==> config.mk <==
export PLATFORM = sky130hd
export DESIGN_NAME = zeroheti_mtimer
export DESIGN_NICKNAME = d
export VERILOG_FILES = /design/src/rtl/zeroheti_mtimer.sv
export SDC_FILE = /design/constraint.sdc
export NUM_CORES = 1
export LEC_CHECK = 0
export BUFFER_PORTS_ARGS = -buffer_cell sky130_fd_sc_hd__buf_4
export CAP_MARGIN = 40
export CORE_MARGIN = 5
export CORE_UTILIZATION = 61
export DETAILED_ROUTE_END_ITERATION = 12
export PLACE_DENSITY_LB_ADDON = 0.3
export SLEW_MARGIN = 0
export SYNTH_ARGS = -nofsm -noshare
export SYNTH_HDL_FRONTEND = slang
export SYNTH_SLANG_ARGS = --single-unit
==> constraint.sdc <==
create_clock -name clk_i -period 2.92 [get_ports clk_i]
set_input_delay 0.292 -clock clk_i [delete_from_list [all_inputs] [get_ports clk_i]]
set_output_delay 0.292 -clock clk_i [all_outputs]
set_load 0.005 [all_outputs]
==> src/rtl/zeroheti_mtimer.sv <==
// RISC-V machine timer: 64-bit mtime with prescaler, mtimecmp compare and
// level interrupt, exposed as five 32-bit registers on an OBI-style bus.
module zeroheti_mtimer #(
  parameter logic [31:0] BaseAddr = 32'h0000_2100,
  parameter int unsigned NumRegs  = 5,
  parameter int unsigned PrescW   = 8
) (
  input  logic        clk_i,
  input  logic        rst_ni,
  input  logic        req_i,
  output logic        gnt_o,
  input  logic        we_i,
  input  logic [3:0]  be_i,
  input  logic [31:0] addr_i,
  input  logic [31:0] wdata_i,
  output logic        rvalid_o,
  output logic [31:0] rdata_o,
  output logic        err_o,
  output logic        irq_o
);

  localparam int unsigned WinBytes = 4 * NumRegs;
  localparam logic [31:0] CtrlMask = {{(24 - PrescW){1'b0}}, {PrescW{1'b1}}, 8'h01};

  function automatic logic [31:0] merge_bytes(input logic [31:0] cur,
                                              input logic [31:0] wdata,
                                              input logic [3:0]  be);
    logic [31:0] res;
    res = cur;
    for (int i = 0; i < 4; i++) begin
      if (be[i]) res[8*i +: 8] = wdata[8*i +: 8];
    end
    return res;
  endfunction

  logic [63:0]       mtime_q, mtime_d;
  logic [63:0]       mtimecmp_q, mtimecmp_d;
  logic [31:0]       ctrl_q, ctrl_d;
  logic [PrescW-1:0] presc_cnt_q, presc_cnt_d;
  logic              rvalid_q, err_q, irq_q;
  logic [31:0]       rdata_q, rd_val;

  logic [31:0]       offset;
  logic              acc_err, wr_ok, tick, en;
  logic              wr_mtime_lo, wr_mtime_hi, wr_cmp_lo, wr_cmp_hi, wr_ctrl;
  logic [PrescW-1:0] presc;

  // Address decode: offsets below BaseAddr wrap to large values and fail the window check.
  assign offset  = addr_i - BaseAddr;
  assign acc_err = (addr_i[1:0] != 2'b00) || (addr_i < BaseAddr) || (offset >= 32'(WinBytes));
  assign wr_ok   = req_i && we_i && !acc_err;

  assign wr_mtime_lo = wr_ok && (offset == 32'h00);
  assign wr_mtime_hi = wr_ok && (offset == 32'h04);
  assign wr_cmp_lo   = wr_ok && (offset == 32'h08);
  assign wr_cmp_hi   = wr_ok && (offset == 32'h0C);
  assign wr_ctrl     = wr_ok && (offset == 32'h10);

  assign en    = ctrl_q[0];
  assign presc = ctrl_q[8 +: PrescW];
  assign tick  = en && (presc_cnt_q == presc);

  // Next-state: counting first, then bus writes override (mtime write drops the increment).
  always_comb begin
    mtime_d     = mtime_q;
    mtimecmp_d  = mtimecmp_q;
    ctrl_d      = ctrl_q;
    presc_cnt_d = presc_cnt_q;
    if (tick) begin
      mtime_d     = mtime_q + 64'd1;
      presc_cnt_d = '0;
    end else if (en) begin
      presc_cnt_d = presc_cnt_q + PrescW'(1);
    end
    if (wr_mtime_lo || wr_mtime_hi) mtime_d = mtime_q;
    if (wr_mtime_lo) mtime_d[31:0]    = merge_bytes(mtime_q[31:0], wdata_i, be_i);
    if (wr_mtime_hi) mtime_d[63:32]   = merge_bytes(mtime_q[63:32], wdata_i, be_i);
    if (wr_cmp_lo)   mtimecmp_d[31:0]  = merge_bytes(mtimecmp_q[31:0], wdata_i, be_i);
    if (wr_cmp_hi)   mtimecmp_d[63:32] = merge_bytes(mtimecmp_q[63:32], wdata_i, be_i);
    if (wr_ctrl) begin
      ctrl_d      = merge_bytes(ctrl_q, wdata_i, be_i) & CtrlMask;
      presc_cnt_d = '0;
    end
  end

  always_comb begin
    rd_val = '0;
    unique case (offset)
      32'h00:  rd_val = mtime_q[31:0];
      32'h04:  rd_val = mtime_q[63:32];
      32'h08:  rd_val = mtimecmp_q[31:0];
      32'h0C:  rd_val = mtimecmp_q[63:32];
      32'h10:  rd_val = ctrl_q;
      default: rd_val = '0;
    endcase
  end

  always_ff @(posedge clk_i or negedge rst_ni) begin
    if (!rst_ni) begin
      mtime_q     <= '0;
      mtimecmp_q  <= '1;
      ctrl_q      <= '0;
      presc_cnt_q <= '0;
    end else begin
      mtime_q     <= mtime_d;
      mtimecmp_q  <= mtimecmp_d;
      ctrl_q      <= ctrl_d;
      presc_cnt_q <= presc_cnt_d;
    end
  end

  // One response per request, one cycle later; rdata holds between responses.
  always_ff @(posedge clk_i or negedge rst_ni) begin
    if (!rst_ni) begin
      rvalid_q <= 1'b0;
      err_q    <= 1'b0;
      rdata_q  <= '0;
      irq_q    <= 1'b0;
    end else begin
      rvalid_q <= req_i;
      if (req_i) begin
        err_q   <= acc_err;
        rdata_q <= (we_i || acc_err) ? 32'h0 : rd_val;
      end
      irq_q <= (mtime_q >= mtimecmp_q);
    end
  end

  assign gnt_o    = req_i;
  assign rvalid_o = rvalid_q;
  assign rdata_o  = rdata_q;
  assign err_o    = err_q;
  assign irq_o    = irq_q;

endmodule

# == Yosys cells after proc, flatten, opt, wreduce, memory -nomap -nowiden ==
# Cells that the tools add are included.
# op_classes
add_sub_neg,3
magnitude_cmp,3
n_eq_ne,15
n_mux,13
n_reduce_logical,36
# op_table
operator,n
$pmux 32 s5,1
$mux 64,2
$mux 32,3
$add 64x1->64 const B,1
$eq 32x4->1 const B,2
$ge 64x64->1,1
$mux 8,7
$eq 32x3->1 const B,1
$eq 32x5->1 const B,1
$ge 32x5->1 const B,1
$logic_not 32->1,1
$lt 32x14->1 const B,1
$sub 32x14->32 const B,1
$reduce_and 3->1,8
$ne 2x2->1 const B,10
$reduce_and 2->1,10
$add 8x1->8 const B,1
$eq 8x8->1,1
$logic_and 1x1->1,8
$reduce_bool 2->1,3
$logic_or 1x1->1,4
$reduce_bool 3->1,1
$logic_not 1->1,1
# word_totals
ff_bits,180
in_bits,72
output_inout_bits,36
word_cells,93

# == Depth between registers and ports, before layout ==
# Gate-level depths: netlist (run 1).
# logic_depth
word_depth,9
ltp_mapped,10
depth_no_buf,8

# == Worst setup path before layout (run 1) ==
# Ideal clock, no wire load.
# synth_path
kind,input to register
start,input port addr_i[12]
end,register mtime_q[1]
setup_time_ps,125
t_arrival_ps,2302
t_required_ps,2795
setup_slack_ps,493
cell_stages,6
path_buffers,0
cell_sequence,nor4_4 > a32oi_1 > a2111oi_4 > nand4_1 > nand2_1 > mux2_2
# synth_via
elab_chain_cells,9
elab_cells_between_ends,17
# synth_lines
element,line_no,text
from (decl),14,"input logic [31:0] addr_i,"
$sub 32x14->32 / $lt 32x14->1 (equally long branches),"49, 50",
$ge 32x5->1 / $logic_or 1x1->1 (equally long branches),50,assign acc_err = (addr_i[1:0] != 2'b00) || (addr_i < BaseAddr) || (offset >= 32'(WinBytes));
$logic_or 1x1->1,50,
$logic_not 1->1,51,assign wr_ok = req_i && we_i && !acc_err;
$logic_and 1x1->1,51,
"$logic_and 1x1->1, on equally long branches","53, 54",
$logic_or 1x1->1,75,if (wr_mtime_lo || wr_mtime_hi) mtime_d = mtime_q;
$ne 2x2->1 (no source line),n/a,
$reduce_and 3->1 (no source line),n/a,
to (signal assigned),105,mtime_q <= mtime_d;
to (decl),36,"logic [63:0] mtime_q, mtime_d;"
# Parallel ways exist; a longest one is shown, timed or not.
# A chain may end at the register's enable or synchronous reset.

# == Worst setup path in the final report (run 1) ==
# layout_path
start,register mtimecmp_q[0]
end,register irq_q (netlist: irq_o)
# layout_via
elab_chain_cells,1
# layout_lines
element,line_no,text
from (decl),37,"logic [63:0] mtimecmp_q, mtimecmp_d;"
from (signal assigned),106,mtimecmp_q <= mtimecmp_d;
$ge 64x64->1,125,irq_q <= (mtime_q >= mtimecmp_q);
to (signal assigned),125,
to (decl),40,"logic rvalid_q, err_q, irq_q;"
# Every way passes these cells.

==> results of run 1 <==
==> state kept, by name (all words and copies together), names as in the netlist <==
register	cells
rdata_o	32
err_o	1
rvalid_o	1
irq_o	1
mtimecmp_q	64
mtime_q	64
ctrl_q	9
presc_cnt_q	8
==> final cells by class <==
cell class / instances / area [µm²]
inverter: 114 / 428
fill: 1406 / 4940
tap: 260 / 325
multi-input combinational: 886 / 6600
timing repair buffer: 184 / 1410
sequential: 180 / 4590
clock buffer: 22 / 474
clock inverter: 10 / 123
==> synth_stat cells, types with 7 or more instances <==
cell type	number
a22oi_1	16
a31oi_1	7
buf_1	7
dfrtp_1	116
nor3_1	17
a221oi_1	19
a21oi_1	66
nand2_1	75
xnor2_1	8
a211oi_1	11
mux2_2	77
a222oi_1	7
a21o_1	10
o21ai_0	72
a2bb2oi_1	26
o22ai_1	51
clkbuf_1	46
nand4_1	44
and3_1	14
nor2_1	62
inv_1	113
ha_1	66
buf_2	8
o21a_1	8
mux2i_1	42
nor4_1	19
o31ai_1	7
and4_1	10
dfstp_2	64
nand3_1	33
==> metrics by stage <==
step	hold WS, ns	setup TNS [ns]	cells
global placement	0.249	-0.273	1623
CTS	0.118	0	1656
floorplan	-0.00359	0	1242
global route	0.124	0	1656
detailed placement	0.256	-0.236	1623
finish	0.127	0	1656
==> worst max path at each step <==
stage               cells after the start                      end  slack (ns)
floorplan                               6   mtime_q[1]$_DFFE_PN0P_        0.49
global placement                        7          irq_o$_DFF_PN0_       -0.27
global route                            6  mtime_q[28]$_DFFE_PN0P_       0.001
CTS                                     7          irq_o$_DFF_PN0_        0.07
finish                                  7          irq_o$_DFF_PN0_        0.09
detailed placement                      7          irq_o$_DFF_PN0_       -0.24
==> cell families (layout without fill, tap and decap cells) <==
group / after synthesis / after routing / share of synthesized area [%]
flip-flops: 180 / 180 / 38.8
AO/OA/AOI/OAI: 365 / 365 / 21.3
buffers and inverters: 176 / 330 / 5.71
XOR/XNOR: 14 / 14 / 1.04
AND/OR/NAND/NOR: 316 / 316 / 14.1
multiplexers: 125 / 125 / 12.0
adder cells (fa/ha/maj): 66 / 66 / 6.99
==> report_power, final <==
group	internal, mW	leakage [nW]	switching [mW]	total [mW]
clock network	1.34	0.283	1.03	2.36
registers	2.50	2.13	0.000146	2.50
logic	0.108	3.35	0.199	0.306
total	3.94	5.76	1.23	5.17
==> worst max-delay path, stage by stage (launching register included) <==
cell and delay [ns]:
dfstp_2 0.60, ha_1 0.25, nand2b_1 0.18, a2111oi_4 0.41, nor4_1 0.12, or4b_2 0.71, a211oi_2 0.28, o211ai_1 0.14
==> per-layer routing <==
layer  vias to the layer above  wire (µm)  part of all wire (%)  global-route usage [%]
li1                       4979          -                     -                       -
met1                      5374      14700                    39                    45.6
met2                       707      16800                    45                    51.2
met3                       118       4320                    12                    9.36
met4                         0       1500                   4.0                    12.2
met5                         -          0                     0                       0
==> repair_timing <==
| item | 4_1_cts | 5_1_grt |
|---|---|---|
| resized for setup | 4 | 2 |
| hold endpoints to repair | 33 | 0 |
| pin swaps | 0 | 1 |
| gates cloned | 0 | 0 |
| hold buffers | 1 | 0 |
| setup endpoints to repair | 1 | 1 |
==> reports/results.ini, run 1 <==
[hold_path]
hold_end=mtimecmp_q[57]$_DFFE_PN1P_
hold_start=wdata_i[25]
hold_depth=2
min_path_type=in -> reg

[setup_path]
r2r_slack_ns=0.09
cp.arrival_ns=3.12
timing.critical_path.to_type=flop
worstRegToRegCells=7
crit_fanout=3
required_ns=3.21
cp-startpoint=mtimecmp_q[0]$_DFFE_PN1P_
worst-setup-path-type=reg -> reg
r2r_end=irq_o$_DFF_PN0_
r2r-start=mtimecmp_q[0]$_DFFE_PN1P_
start_kind=flop

[yosys]
synth_top_area_cell=dfrtp_1
synth_fp_nets=1380
ys_seq_area_share_pct=38.8
syn_avg_cell_area_um2=9.51
synth_area_mm2=0.0118
synth-edff-count=0
post_synth_num_cell_types=77
synthCells=1242
synth.top_cell.area_share_pct=24.6
yosys_warnings=0
ys_ff_latch=180
synth_area_leaders=dfrtp_1, dfstp_2, mux2_2, ha_1, inv_1
synth_top_flop_cell=dfrtp_1
async_reset_ff_share_pct=100

[route]
drtAntennaViolNets=0
drc_errors=0
via_count=11178
drt_iter0_drc=1305
dr.pass1.iters=8
viasPerCell=6.75
wl_per_cell_um=22.5
finalWirelength_um=37300

[clock_tree]
insertion_delay_ns=0.43
cts.clk_slew.worst_paths_ns=0.07
htree_num_levels=4
cts_tree=yes
clkSinkCount=180
clock-root-buffer=clkbuf_16
cts_buffers=17
post_cts_buffers=0
cts_buffer_depth=2

[place]
portBuffers=107
place_area_mm2=0.0133
gp_congestion=0.986
pre_cts_slack_ns=-0.236
hpwlAfterDp_um=27500

[final_layout]
final_cell_mix=buf_4, dfrtp_1, inv_1
layout_commonest_cell=buf_4
nNetsFinal=1521
final_layout_size_suffix_gt1_share_pct=27.7
syn_to_final_growth_pct=18.1
num_antenna_cells=0
final_cell_area_mm2=0.0140
utilization_pct=73.8

[floorplanning]
dieWidth_um=149
rows=50
die_h_um=149
initial_core_util_pct=62.5
dieArea_mm2=0.0222
core_area_mm2=0.0189
pin_count=108

[sta]
max_slew.worst_pin.slew_ns=0.879
post-route-period-util_pct=96.8
fin_ws_ns=0.0944
hold_violations=0
setup_viol=0
max_slew_margin_pct=41.4
skew_ns=0.00988
fin_crit_ns=2.83
slew_violations=0
fmax_mhz=354
rsz0062_at_grt=no

[grt]
overflow=0
grt_max_degree=74
antenna_found_initial=0
grt_pass1_wl_um=58300
grt_use_total_pct=33.4
first_global_vias=10595

[pwr]
power.density_mw_per_mm2=370
peakVddDrop_uv=392
leakagePower_nw=5.76
power_mw=5.17

[job]
maxCapViolCount=0

[run_status]
outcome=completed

Note: power is estimated with default switching activity, not from simulation.
==> inputs of run 2 (changes only) <==
--- a/config.mk
+++ b/config.mk
@@ -8,8 +8,9 @@
 export BUFFER_PORTS_ARGS = -buffer_cell sky130_fd_sc_hd__buf_4
 export CAP_MARGIN = 40
 export CORE_MARGIN = 5
-export CORE_UTILIZATION = 61
+export CORE_UTILIZATION = 65
 export DETAILED_ROUTE_END_ITERATION = 12
+export MAX_ROUTING_LAYER = met4
 export PLACE_DENSITY_LB_ADDON = 0.3
 export SLEW_MARGIN = 0
 export SYNTH_ARGS = -nofsm -noshare
==> constraint.sdc (replaced) <==
create_clock -name clk_i -period 3.5 [get_ports clk_i]
set_input_delay 0.35 -clock clk_i [delete_from_list [all_inputs] [get_ports clk_i]]
set_output_delay 0.35 -clock clk_i [all_outputs]
set_load 0.005 [all_outputs]
==> reports/results.ini, run 2 (synthesis results as in run 1) <==
[run_status]
outcome=completed

[setup_path]
crit_chain=nand4_1 -> or4_1 -> nor2_2 -> nand3_1 -> o31a_1 -> o21ai_0
timing.critical_path.to_type=flop
crit_fanout=9
crit_buf_inv=0
worst-setup-path-type=reg -> reg
start_kind=flop
cp.arrival_ns=3.29
cp-startpoint=mtime_q[15]$_DFFE_PN0P_
slowest_stage=or4_1
critPathTopFamily=simple AND/OR/NAND/NOR gates
r2r-start=mtime_q[15]$_DFFE_PN0P_
cpPeakStageDelay_ns=0.73
required_ns=3.84

[pwr]
peakVddDrop_uv=338
leakagePower_nw=5.57
power.density_mw_per_mm2=311

[clock_tree]
insertion_delay_ns=0.45
clock-root-buffer=clkbuf_16
cts_tree=yes
postCtsHoldBufs=1
post_cts_buffers=0
cts.clk_slew.worst_paths_ns=0.08
clkSinkCount=180
cts_buffer_depth=2
htree_num_levels=4
ctsResizeCount=0
cts_buffers=17

[route]
dr.pass1.iters=6
via_count=11213
top_layer_used=met4
wl_per_cell_um=23.8
viasPerCell=7.06
drt_iter0_drc=1371
drtAntennaViolNets=0
drc_errors=0
finalWirelength_um=37800
wl_met3_um=4850
wl_met1_um=14300
route.met2.wl_um=16700

[final_layout]
final_cell_mix=buf_4, dfrtp_1, inv_1
num_antenna_cells=0
layout_commonest_cell=buf_4
nNetsFinal=1485
final_layout_size_suffix_gt1_share_pct=25.6
final.fill_count=1307
final_cell_area_mm2=0.0136
utilization_pct=75.9
syn_to_final_growth_pct=15.0
final_cell_count_no_fill=1589

[grt]
grt_pass1_wl_um=59500
grt_max_degree=52
antenna_found_initial=0
grt_use_total_pct=37.7
first_global_vias=10931
overflow=0

[job]
maxCapViolCount=0

[sta]
skew_ns=0.0120
slew_violations=0
post-route-period-util_pct=84.3
setup_viol=0
fmax_mhz=339
rsz0062_at_grt=no
hold_violations=0
max_slew_margin_pct=40.8
max_slew.worst_pin.slew_ns=0.879
fin_crit_ns=2.95
fin_tns_setup_ns=0

[floorplanning]
dieArea_mm2=0.0210
initial_core_util_pct=66.0
die_h_um=145
dieWidth_um=145
core_area_mm2=0.0179
rows=49
pin_count=108

[place]
hpwlAfterDp_um=27300
gp_congestion=0.998
dp.cells=1556
portBuffers=107
place_area_mm2=0.0130

[hold_path]
min_path_type=in -> reg
hold_start=wdata_i[26]

==> run 2: cell types whose count changed in the layout (fill, tap and decap cells not counted), sizes merged <==
cell and delta:
clkinv +3, bufinv -2, inv +3, clkinvlp +1
buf -36, clkbuf -5
==> run 2: layout make-up <==
cell class	count	area, µm²	area share (%)
tap	229	287	2.11
sequential	180	4580	33.7
inverter	114	428	3.15
multi-input combinational	886	6580	48.4
clock buffer	17	425	3.13
clock inverter	15	148	1.09
timing repair buffer	148	1140	8.40
==> run 2: where the power goes <==
part	internal, mW	leakage, nW	switching (mW)
Sequential	2.08	2.13	0.000122
Combinational	0.0899	3.17	0.168
Clock	0.942	0.269	0.943
==> run 2: layer usage <==
layer	vias up	global-route usage, %
li1	4903	-
met2	767	55.7
met3	168	10.8
met1	5375	47.8
met4	0	18.2
met5	-	-
==> run 2: worst paths after layout <==
check / cells after the start / slack [ns] / endpoint
worst max-delay path: 6 / 0.55 / mtime_q[50]$_DFFE_PN0P_
worst min-delay path: 2 / 0.17 / mtimecmp_q[58]$_DFFE_PN1P_
worst max register to register: 6 / 0.55 / mtime_q[50]$_DFFE_PN0P_
worst min register to register: 2 / 0.53 / rdata_o[12]$_DFFE_PN0P_
max in group asynchronous: 4 / 2.03 / mtimecmp_q[59]$_DFFE_PN1P_
min in group asynchronous: 2 / 0.41 / rdata_o[6]$_DFFE_PN0P_
==> run 2: stage by stage <==
stage	hold slack [ns]	setup slack, ns	total power, mW
4_1_cts	0.165	0.695	4.22
3_3_place_gp	0.505	0.418	2.36
3_5_place_dp	0.326	0.360	2.37
6_report	0.169	0.551	4.23
2_1_floorplan	0.0544	1.02	2.19
5_1_grt	0.165	0.449	4.35
